$ cat src/rtl/display_refresh_ctrl.sv
// TM1638 refresh sequencer: streams MODE, 8 x (ADDR, DATA) and CTRL bytes built from latched BCD digits.
// Latency: a trigger is accepted in IDLE and the MODE byte is valid the next cycle; each digit costs >= 4 cycles.
// Backpressure: tx_valid/tx_ready handshake; bytes are held stable indefinitely while tx_ready is low.
module display_refresh_ctrl #(
    parameter int unsigned REFRESH_CYC = 50000
) (
    input  logic        clk,
    input  logic        rst,
    input  logic        start,
    input  logic [31:0] disp_data,
    input  logic [2:0]  bright,
    output logic [3:0]  bcd_out,
    input  logic [7:0]  seg_in,
    output logic [7:0]  tx_byte,
    output logic        tx_last,
    output logic        tx_valid,
    input  logic        tx_ready,
    output logic        busy,
    output logic        done
);

    localparam logic [23:0] CNT_LAST  = 24'(REFRESH_CYC - 1);
    localparam logic [7:0]  MODE_BYTE = 8'h44;

    typedef enum logic [2:0] {
        S_IDLE = 3'd0,
        S_MODE = 3'd1,
        S_BCD  = 3'd2,
        S_WAIT = 3'd3,
        S_ADDR = 3'd4,
        S_DATA = 3'd5,
        S_CTRL = 3'd6,
        S_FIN  = 3'd7
    } state_t;

    state_t      state_q, state_d;
    logic [23:0] cnt_q, cnt_d;
    logic        pend_q, pend_d;
    logic [31:0] snap_data_q, snap_data_d;
    logic [2:0]  snap_bright_q, snap_bright_d;
    logic [2:0]  idx_q, idx_d;
    logic [7:0]  seg_q, seg_d;
    logic [3:0]  bcd_q, bcd_d;
    logic [7:0]  tx_byte_q, tx_byte_d;
    logic        tx_last_q, tx_last_d;
    logic        tx_valid_q, tx_valid_d;
    logic        busy_q, busy_d;
    logic        done_q, done_d;

    logic        refresh_hit;
    logic        trigger;
    logic        launch;
    logic        xfer;

    // A refresh fires on the last count of the free-running period; a pending
    // request left over from the previous sequence launches from IDLE as well.
    assign refresh_hit = (cnt_q == CNT_LAST);
    assign trigger     = start | refresh_hit;
    assign launch      = (state_q == S_IDLE) && (trigger || pend_q);
    assign xfer        = tx_valid_q && tx_ready;

    assign bcd_out  = bcd_q;
    assign tx_byte  = tx_byte_q;
    assign tx_last  = tx_last_q;
    assign tx_valid = tx_valid_q;
    assign busy     = busy_q;
    assign done     = done_q;

    // State register and all datapath/output flops, cleared asynchronously.
    always_ff @(posedge clk or negedge rst) begin
        if (!rst) begin
            state_q       <= S_IDLE;
            cnt_q         <= '0;
            pend_q        <= 1'b0;
            snap_data_q   <= '0;
            snap_bright_q <= '0;
            idx_q         <= '0;
            seg_q         <= '0;
            bcd_q         <= '0;
            tx_byte_q     <= '0;
            tx_last_q     <= 1'b0;
            tx_valid_q    <= 1'b0;
            busy_q        <= 1'b0;
            done_q        <= 1'b0;
        end else begin
            state_q       <= state_d;
            cnt_q         <= cnt_d;
            pend_q        <= pend_d;
            snap_data_q   <= snap_data_d;
            snap_bright_q <= snap_bright_d;
            idx_q         <= idx_d;
            seg_q         <= seg_d;
            bcd_q         <= bcd_d;
            tx_byte_q     <= tx_byte_d;
            tx_last_q     <= tx_last_d;
            tx_valid_q    <= tx_valid_d;
            busy_q        <= busy_d;
            done_q        <= done_d;
        end
    end

    // Next-state sequencing; byte states only advance on an accepted transfer.
    always_comb begin
        state_d = state_q;
        case (state_q)
            S_IDLE: if (launch) state_d = S_MODE;
            S_MODE: if (xfer) state_d = S_BCD;
            S_BCD:  state_d = S_WAIT;
            S_WAIT: state_d = S_ADDR;
            S_ADDR: if (xfer) state_d = S_DATA;
            S_DATA: begin
                if (xfer) begin
                    state_d = (idx_q == 3'd7) ? S_CTRL : S_BCD;
                end
            end
            S_CTRL: if (xfer) state_d = S_FIN;
            S_FIN:  state_d = S_IDLE;
            default: state_d = S_IDLE;
        endcase
    end

    // Refresh counter, pending merge, input snapshots, digit index and segment capture.
    always_comb begin
        cnt_d         = refresh_hit ? 24'd0 : cnt_q + 24'd1;
        pend_d        = pend_q;
        snap_data_d   = snap_data_q;
        snap_bright_d = snap_bright_q;
        idx_d         = idx_q;
        seg_d         = seg_q;

        // Any number of triggers during a sequence collapse into one rerun.
        if (state_q != S_IDLE) begin
            if (trigger) pend_d = 1'b1;
        end else if (launch) begin
            pend_d = 1'b0;
        end

        if (launch) begin
            snap_data_d   = disp_data;
            snap_bright_d = bright;
            idx_d         = 3'd0;
        end

        if ((state_q == S_DATA) && xfer && (idx_q != 3'd7)) begin
            idx_d = idx_q + 3'd1;
        end

        // The decoder answers one cycle after sampling bcd_out, i.e. during WAIT.
        if (state_q == S_WAIT) begin
            seg_d = seg_in;
        end
    end

    // Registered outputs derived from the state being entered, so they align with state_q.
    always_comb begin
        tx_valid_d = 1'b0;
        tx_byte_d  = 8'h00;
        tx_last_d  = 1'b0;
        bcd_d      = bcd_q;
        busy_d     = (state_d != S_IDLE);
        done_d     = (state_d == S_FIN);
        case (state_d)
            S_MODE: begin
                tx_valid_d = 1'b1;
                tx_byte_d  = MODE_BYTE;
                tx_last_d  = 1'b1;
            end
            S_BCD: begin
                bcd_d = snap_data_q[{idx_d, 2'b00} +: 4];
            end
            S_ADDR: begin
                tx_valid_d = 1'b1;
                tx_byte_d  = {4'hC, idx_d, 1'b0};
                tx_last_d  = 1'b0;
            end
            S_DATA: begin
                tx_valid_d = 1'b1;
                tx_byte_d  = seg_q;
                tx_last_d  = 1'b1;
            end
            S_CTRL: begin
                tx_valid_d = 1'b1;
                tx_byte_d  = {5'b10001, snap_bright_q};
                tx_last_d  = 1'b1;
            end
            default: begin
                tx_valid_d = 1'b0;
            end
        endcase
    end

endmodule

$ cat config.mk
export PLATFORM = sky130hd
export DESIGN_NAME = display_refresh_ctrl
export DESIGN_NICKNAME = d
export VERILOG_FILES = /design/src/rtl/display_refresh_ctrl.sv
export SDC_FILE = /design/constraint.sdc
export NUM_CORES = 1
export LEC_CHECK = 0
export CORE_ASPECT_RATIO = 1.25
export CORE_MARGIN = 8
export CORE_UTILIZATION = 25
export DETAILED_ROUTE_END_ITERATION = 7
export GPL_TIMING_DRIVEN = 0
export PLACE_DENSITY_LB_ADDON = 0.12
export RECOVER_POWER = 50
export SKIP_CTS_REPAIR_TIMING = 1
export SLEW_MARGIN = 20
export SYNTH_ARGS = -nofsm -noshare
export SYNTH_HDL_FRONTEND = slang
export SYNTH_SLANG_ARGS = --single-unit
$ cat constraint.sdc
create_clock -name clk -period 3.3 [get_ports clk]
set_input_delay 0.495 -clock clk [delete_from_list [all_inputs] [get_ports clk]]
set_output_delay 0.495 -clock clk [all_outputs]
set_load 0.1 [all_outputs]
==> metrics.txt <==
worst skew pair latency 0.35 ns; ys flop type dfrtp_1; pre-CTS setup slack 0.349 ns; pwr/cell area roughly 930 nW/um2; Max clock buf depth 2; Core Box Area 16700 um2; port bufs 62; Final HPWL DP 7960 um; Met3 Wirelength approximately 300 um; Die Width 133 um; critical path class flop to flop; clock sink count 90; Reg2Reg Depth 8; yosys warns 0; Root Buffer clkbuf_16; reg-to-reg endpoint snap_data_q[3]; WHS Endpoint cnt_q[0]; Slew Viols, Final 33; Internal 3.06 mW; Mapped Area 4240 um2; switching power total 2.03 mW; worst hold stages 1; worst hold start cnt_q[0]; Startpoint Class flop; worst-margin pin slew 1.91 ns; first-pass GRT wire length about 18000 um; CTS Buf Count 9; Antenna Nets Post-Route 0; Area Growth Syn to Fin 29.5%; area leader, netlist dfrtp_1; Die Y-Extent between 150 and 200 um; final setup violation count 0; syn avg cell area around 11 um2; status complete, but fails checks; diodes inserted 0; final period utilization 0.837; final WL 10700 um; highest metal used met4; final-report hold violation count 0; EDFF count, synth 0; Mapped Cells around 380; Worst setup EP type flop; top cells by area, synth dfrtp_1 53%, mux2_2 11%, nor2_1 3.5%; Logic pwr share 0.434; Slew headroom -0.275; worst setup margin approximately 0.54 ns; Seq pwr share 0.339; H-tree levels 3; VDD IR max 493 uV; drt wl/cell 15.9 um; drt drc 0; CP max FO 10; fmax 362 MHz; switching fraction of total power 0.400; vias in the first global route about 3300; TritonRoute pass-1 iters 5; Critical path origin cnt_q[0]; min Tclk post-route approximately 2.8 ns; Non-Filler Instances 677; fraction of layout cells with a size suffix above 1 0.168; WL met1 4730 um; r2r startpoint cnt_q[0]; Clk pwr share 0.227; CTS clk-pin slew, worst paths 0.07 ns; cell count after placement 661; Synth top area share 0.531; vias 3116; asr flop ratio synth 1.00; Final #Nets approximately 500; FF-to-FF setup slack 0.54 ns; Initial Util 0.254; met2 wire length around 5500 um; synthesized flop and latch total 90; RePlAce Congestion 0.775; pin count of the biggest net entering global routing 59; Yosys cell types 48; Setup Skew 0.00944 ns; CTS tree built; GRT Util Overall 0.104; row count 53; Static Leak 2.34 nW; critical path required time between 3 and 4 ns; total gr overflow 0; post-synth net total 428; Die ar. roughly 21000 um2; failing checks capacitance limit, slew limit; RSZ-0062 raised after global routing no; DR iter-0 viols 141; Seq/Total Area, Yosys 0.531; max cap viols 1; vias per inst approximately 4.6; initial antenna violation count 0; worst path arrival time 2.99 ns; worst min-delay path category flop to flop; I/O pin total 63
## critical path, stage by stage (launching register included)
cell,delay (ns)
dfrtp_1,0.39
ha_1,0.23
and3_1,0.24
nand4_1,0.19
nor3_2,0.10
buf_2,0.19
nor2_1,0.54
buf_2,0.40
mux2_2,0.37
## kinds of logic after synthesis
kind of cell	after synthesis	synth area share
AOI/OAI and AO/OA	70	0.114
xor gates and xnor gates	20	0.0413
adders and majority gates	3	0.00885
buffers and inverters	20	0.0206
DFF	90	0.531
muxes	52	0.135
and+or+nand+nor	123	0.149
## power groups by stage
| stage | Combinational [mW] | Sequential [mW] | Clock (mW) |
|---|---|---|---|
| 6_report | 2.21 | 1.73 | 1.15 |
| 5_1_grt | 2.39 | 1.78 | 1.24 |
| 4_1_cts | 2.25 | 1.73 | 1.19 |
| 3_5_place_dp | 2.24 | 1.75 | 0 |
| 3_3_place_gp | 2.21 | 1.75 | 0 |
| 2_1_floorplan | 1.13 | 2.24 | 0 |
## registers in the layout, indices dropped and copies added (netlist names), 3 cells and up
signal and cells:
seg_q 8, snap_data_q 32, snap_bright_q 3, state_q 3
bcd_out 4, cnt_q 24, idx_q 3, tx_byte 8
## cell usage after synthesis (9+ instances only)
| master | instances |
|---|---|
| a211oi_1 | 9 |
| and2_1 | 13 |
| buf_2 | 10 |
| dfrtp_1 | 90 |
| mux2_2 | 43 |
| mux2i_1 | 9 |
| nand2_1 | 22 |
| nand3_1 | 15 |
| nor2_1 | 39 |
| o21ai_0 | 18 |
| xnor2_1 | 11 |
| xor2_1 | 9 |
## area by class of cell
| cell class | instances | area (um2) |
|---|---|---|
| clock buffer | 11 | 253 |
| clock inverter | 5 | 85.1 |
| multi-input combinational | 268 | 1900 |
| fill | 1738 | 11200 |
| tap | 220 | 275 |
| buffer | 15 | 67.6 |
| sequential | 90 | 2250 |
| inverter | 5 | 18.8 |
| timing repair buffer | 63 | 642 |
## how the worst max path moves through the flow
stage	to	slack, ns	cells past startpoint
after CTS	snap_data_q[30]	0.51	8
final	snap_data_q[3]	0.54	8
after global placement	snap_data_q[5]	-1.88	1
after detailed placement	bcd_out[0]	0.35	8
after floorplan	bcd_out[2]	0.81	9
after global routing	bcd_out[0]	0.30	8
## per-stage QoR
step                total power [mW]  hold slack [ns]   util  setup TNS (ns)  cell area, um2
floorplan                       3.37            0.199      -               0            4240
global placement                3.96            0.438  0.308         -168.01            5140
detailed placement              4.00            0.409  0.309               0            5170
CTS                             5.17           0.0276  0.329               0            5510
global route                    5.41            0.481  0.329               0            5500
finish                          5.09            0.451  0.329               0            5500
## cells in the final DEF (no fill, tap or decap), types with 11 or more instances in the layout
master           instances
mux2_2                  43
nand2_1                 22
and2_1                  13
xnor2_1                 11
nor2_1                  39
nand3_1                 15
o21ai_0                 18
clkdlybuf4s50_1         60
dfrtp_1                 90
## layer usage
metal,GRT usage,vias to the layer above
li1,-,1501
met1,0.121,1546
met2,0.180,55
met3,0.0241,14
met4,0.0450,0
met5,0,-
No activity file was read; power rests on OpenSTA's default activity.
==> RTL edit 1: new RTL, config.mk and constraints unchanged <==
Encoding of `state_t`: now one-hot (8 bits for 8 states).
--- a/src/rtl/display_refresh_ctrl.sv
+++ b/src/rtl/display_refresh_ctrl.sv
@@ -22,15 +22,15 @@
     localparam logic [23:0] CNT_LAST  = 24'(REFRESH_CYC - 1);
     localparam logic [7:0]  MODE_BYTE = 8'h44;
 
-    typedef enum logic [2:0] {
-        S_IDLE = 3'd0,
-        S_MODE = 3'd1,
-        S_BCD  = 3'd2,
-        S_WAIT = 3'd3,
-        S_ADDR = 3'd4,
-        S_DATA = 3'd5,
-        S_CTRL = 3'd6,
-        S_FIN  = 3'd7
+    typedef enum logic [7:0] {
+        S_IDLE = 8'b00000001,
+        S_MODE = 8'b00000010,
+        S_BCD  = 8'b00000100,
+        S_WAIT = 8'b00001000,
+        S_ADDR = 8'b00010000,
+        S_DATA = 8'b00100000,
+        S_CTRL = 8'b01000000,
+        S_FIN  = 8'b10000000
     } state_t;
 
     state_t      state_q, state_d;
Formal check against the unedited RTL: no difference found for any inputs over 10 cycles, from zero or initial values and one cycle with rst low; not proved beyond that.
==> RTL edit 1 against the original RTL <==
The flow still finishes with violations (max-capacitance violations, max-slew violations). Sequential power down 5%. Cell count down 2.2%. Sequential cell count up 5. Via count down 4.8%. Worst setup slack worse by 260 ps. Area after synthesis up 2.1%. Core utilization down 0.57 points. Combinational power down 38%. Cell area up 1.3%. Wire length down 5.0%. Total power down 20%. Critical path type unchanged.
==> RTL edit 1: results (changes against the original RTL) <==
- Net count after synthesis: 409 (-4.4%)
- Syn Inst Count: 359 (-5.0%)
- Top post-synthesis cells by area: dfrtp_1, mux2_2, mux2_1
- Final slew viol count: 52 (+58%)
- Drt first pass iters: 4 (-1)
- Post-synthesis adder-cell area fraction: 0.8666% (-0.018 points)
- Rel. slew slack: -63.35% (-36 points)
- Largest net degree at the start of global routing: 53 (-10%)
- Vias in the first global route: 3,232 (-3.3%)
- DR vias: 2,965 (-4.8%)
- Worst slack, placed: 64.27 ps (-284.6 ps)
- Xor and xnor area share after synthesis: 4.650% (+0.52 points)
- Placed cell area: 5261 µm² (+1.8%)
- Final-stage net count: 483 (-3.8%)
- Clock Skews: 10.51 ps (+1.072 ps)
- First-pass GRT wire length: 16,960 µm (-3.7%)
- Starting DRT DRC Count: 138 (-2.1%)
- Max VDD drop: 239.0 µV (-52%)
- Synth unique cells: 58 (+21%)
- RePlAce Congestion: 0.8042 (+3.8%)
- Compound-cell area share of the yosys netlist: 7.395% (-4.0 points)
- Post-Place Cells: 646 (-2.3%)
- Max_cap viols: 1 (unchanged)
- Total global-route track usage: 9.882% (-0.53 points)
- WL/cell: 15.42 µm (-2.9%)
- Status: finished with violations
- Largest family of logic cells by synthesized area: multiplexers
- Non-Filler Instances: 662 (-2.2%)
- Fill count: 1,751 (+0.75%)
- Failing checks: max-capacitance violations, max-slew violations
- Mux share of post-synthesis cell area: 15.08% (+1.5 points)
-- RTL edit 1: changes by cell type in the layout (fill, tap and decap cells not counted), sizes merged, moves of 5 or more --
cell     unedited run  this run
a211oi              9         1
a21oi               8         1
a311o               8         0
a31oi               6         0
and2               13         8
inv                 6        12
nand2              22        31
nor2               40        18
o2111ai             0         6
o211ai              1         7
o21a                5         0
o21ai              24        13
-- RTL edit 1: metal layers --
metal	track usage [%]	vias up	wire length, µm
met3	1.908	11	268
met4	4.604	0	204
met2	17.58	34	5393
li1	-	1429	-
met1	11.18	1491	4339
met5	0	-	0
-- RTL edit 1: cells by family after synthesis --
kind of cell    count (synthesis)
mux                            57
simple gates                  116
flops                          95
xor+xnor                       23
buf+inv                        22
fa+ha+maj                       3
compound gates                 43
-- RTL edit 1: metrics by stage --
| stage | utilization [%] | power, mW |
|---|---|---|
| 6_report | 32.32 | 4.084 |
| 5_1_grt | 32.32 | 4.350 |
| 4_1_cts | 32.32 | 4.160 |
| 3_5_place_dp | 30.54 | 3.060 |
| 3_3_place_gp | 30.37 | 3.031 |
| 2_1_floorplan | - | 2.652 |
-- RTL edit 1: area by class of cell --
type	instances	area, µm²	area share [%]
Inverter	10	45.04	0.8090
Clock inverter	5	65.06	1.169
Buffer	12	85.08	1.528
Tap cell	224	280.3	5.034
Sequential cell	95	2379	42.72
Timing Repair Buffer	63	646.9	11.62
Multi-Input combinational cell	242	1824	32.76
Clock buffer	11	242.7	4.360
-- RTL edit 1: final timing paths --
| kind | cells past startpoint | to | slack, ps | start |
|---|---|---|---|---|
| max in group asynchronous | 1 | snap_data_q[31] | 840 | rst |
| min in group asynchronous | 1 | tx_byte[5] | 1050 | rst |
| worst max-delay path | 7 | snap_data_q[9] | 280 | cnt_q[20] |
| worst min-delay path | 1 | tx_byte[4] | 480 | seg_q[4] |
| worst min register to register | 1 | tx_byte[4] | 480 | seg_q[4] |
| worst max register to register | 7 | snap_data_q[9] | 280 | cnt_q[20] |
-- RTL edit 1: worst max-delay path, stage by stage, from the launching register on --
cell and delay, ps:
dfrtp_1 410, nor4_1 380, nand4_1 340, o21ai_1 340
and2_1 230, clkbuf_1 460, buf_2 370, mux2_2 370
-- RTL edit 1: report_power, final --
group / internal [mW] / total, mW / switching [mW]
logic: 0.555 / 1.36 / 0.805
registers: 1.49 / 1.65 / 0.158
clock network: 0.617 / 1.08 / 0.461
==> RTL edit 2: new RTL, config.mk and constraints unchanged <==
Without the edit above. The parameter `REFRESH_CYC` goes from 50000 to 37500.
--- a/src/rtl/display_refresh_ctrl.sv
+++ b/src/rtl/display_refresh_ctrl.sv
@@ -2,7 +2,7 @@
 // Latency: a trigger is accepted in IDLE and the MODE byte is valid the next cycle; each digit costs >= 4 cycles.
 // Backpressure: tx_valid/tx_ready handshake; bytes are held stable indefinitely while tx_ready is low.
 module display_refresh_ctrl #(
-    parameter int unsigned REFRESH_CYC = 50000
+    parameter int unsigned REFRESH_CYC = 37500
 ) (
     input  logic        clk,
     input  logic        rst,
Behaviour: no difference found for any inputs over 10 cycles, from zero or initial values and one cycle with rst low; that may be too few to reach the edited logic, so the function may still have changed.
==> RTL edit 2 against the original RTL <==
The flow still finishes with violations (max-capacitance violations, max-slew violations). Clock power is 19% lower. Sequential cell count unchanged. Area after synthesis down 7.3%. Synthesized cell count decreased by 19%. Via count fell by 17%. Worst setup slack lost 140 ps. Wire length fell by 16%. Worst hold slack got worse by 1.2 ps. Cell count decreased by 12%. Clock skew rose by 1.3 ps. First-iteration DRC count fell by 13%. Combinational power down 13%. Total power shrank 11%. Cell area is 7.2% lower. Critical path type unchanged. Largest power group unchanged.
==> RTL edit 2: results (changes against the original RTL) <==
- Post-synthesis adder-cell area fraction: 0.9545% (+0.070 points)
- Final slew viol count: 42 (+27%)
- Initial antenna violation count: 0 (unchanged)
- CP startpoint: cnt_q[2]
- Leak pwr: 2.199 nW (-6.1%)
- Total global-route track usage: 9.815% (-0.60 points)
- Net count after synthesis: 357 (-17%)
- Max VDD drop: 446.2 µV (-9.5%)
- Sequential fraction of the synthesis area: 57.27% (+4.2 points)
- Reg2reg path depth: 7 (-1)
- Vias per cell: 4.341 (-5.7%)
- Worst-Margin Slew: 2417 ps (+505.0 ps)
- Dpl hpwl: 6708 µm (-16%)
- Compound-cell area share of the yosys netlist: 5.854% (-5.6 points)
- Slowest stage delay, CP: 570 ps (+30 ps)
- Mux share of post-synthesis cell area: 16.89% (+3.4 points)
- CP max-delay cell: mux4_2
- Critical path arrival: 3130 ps (+140 ps)
- Largest net degree at the start of global routing: 50 (-15%)
- First-pass GRT wire length: 14,970 µm (-15%)
- List of most frequent post-synthesis cells: dfrtp_1, mux2_2, nor2_1
- Failing checks: max-capacitance violations, max-slew violations
- Drt total wl: 9066 µm (-16%)
- Reg-to-reg slack, setup: 390 ps (-140 ps)
- Worst slack, placed: 138.0 ps (-210.9 ps)
- Share of layout cells above drive strength 1: 17.88% (+1.0 points)
- Clock Skews: 10.77 ps (+1.330 ps)
- RePlAce Congestion: 0.7349 (-5.2%)
- Post-Place Cells: 582 (-12%)
- Top post-synthesis cells by area: dfrtp_1, mux2_2, xnor2_1
- Xor and xnor area share after synthesis: 5.122% (+0.99 points)
- Status: finished with violations
- Fill count: 1,595 (-8.2%)
- Syn Inst Count: 307 (-19%)
- Cell-internal power: 2.771 mW (-9.3%)
- Non-Filler Instances: 598 (-12%)
- Vias in the first global route: 2,743 (-18%)
- Drt first pass iters: 4 (-1)
- WHS: 449.9 ps (-1.223 ps)
- Ys flop type: dfrtp_1
- Synth unique cells: 44 (-8.3%)
- RR Endpoint: bcd_out[2]
- Starting DRT DRC Count: 122 (-13%)
- Placed cell area: 4847 µm² (-6.2%)
- Final-stage net count: 431 (-14%)
- Max_cap viols: 1 (unchanged)
-- RTL edit 2: cells by family (layout without fill, tap and decap cells) --
| family | Yosys count | after routing |
|---|---|---|
| AOI/OAI and AO/OA | 27 | 27 |
| xor gates and xnor gates | 23 | 23 |
| adders and majority gates | 3 | 3 |
| buffers and inverters | 17 | 96 |
| DFF | 90 | 90 |
| muxes | 56 | 56 |
| and+or+nand+nor | 91 | 91 |
-- RTL edit 2: area by class of cell --
cell class	instances	area (µm²)	share of cell area (%)
plain buffers	9	42.54	0.8339
clock buffers	11	232.7	4.562
clock inverters	5	31.28	0.6132
inverters	8	30.03	0.5887
multi-input cells	200	1605	31.47
flip-flops and latches	90	2252	44.15
well taps	212	265.3	5.200
repair buffers	63	641.9	12.58
-- RTL edit 2: how the worst max path moves through the flow --
stage,to,cells past startpoint
6_report,bcd_out[2],7
5_1_grt,bcd_out[2],7
4_1_cts,bcd_out[2],7
3_5_place_dp,bcd_out[2],7
3_3_place_gp,snap_data_q[8],1
2_1_floorplan,bcd_out[0],6
-- RTL edit 2: critical path: cells and delay by family (launching register included) --
| kind | cells | cell delay [ps] |
|---|---|---|
| AO/OA/AOI/OAI | 3 | 920 |
| flip-flops | 1 | 450 |
| multiplexers | 1 | 570 |
| AND/OR/NAND/NOR | 3 | 850 |
-- RTL edit 2: routing by layer --
metal | global-route usage [%] | vias up | routed length [µm]
met5 | 0 | - | 0
met4 | 4.257 | 0 | 147
met3 | 2.928 | 12 | 332
met2 | 15.99 | 38 | 4546
met1 | 11.72 | 1299 | 4039
li1 | - | 1247 | -
-- RTL edit 2: power by group through the flow --
stage / combinational (mW) / sequential (mW) / clock (mW)
2_1_floorplan: 0.927 / 2.22 / 0
3_3_place_gp: 1.94 / 1.72 / 0
3_5_place_dp: 1.96 / 1.72 / 0
4_1_cts: 1.96 / 1.70 / 0.981
5_1_grt: 2.07 / 1.76 / 1.02
6_report: 1.92 / 1.70 / 0.930
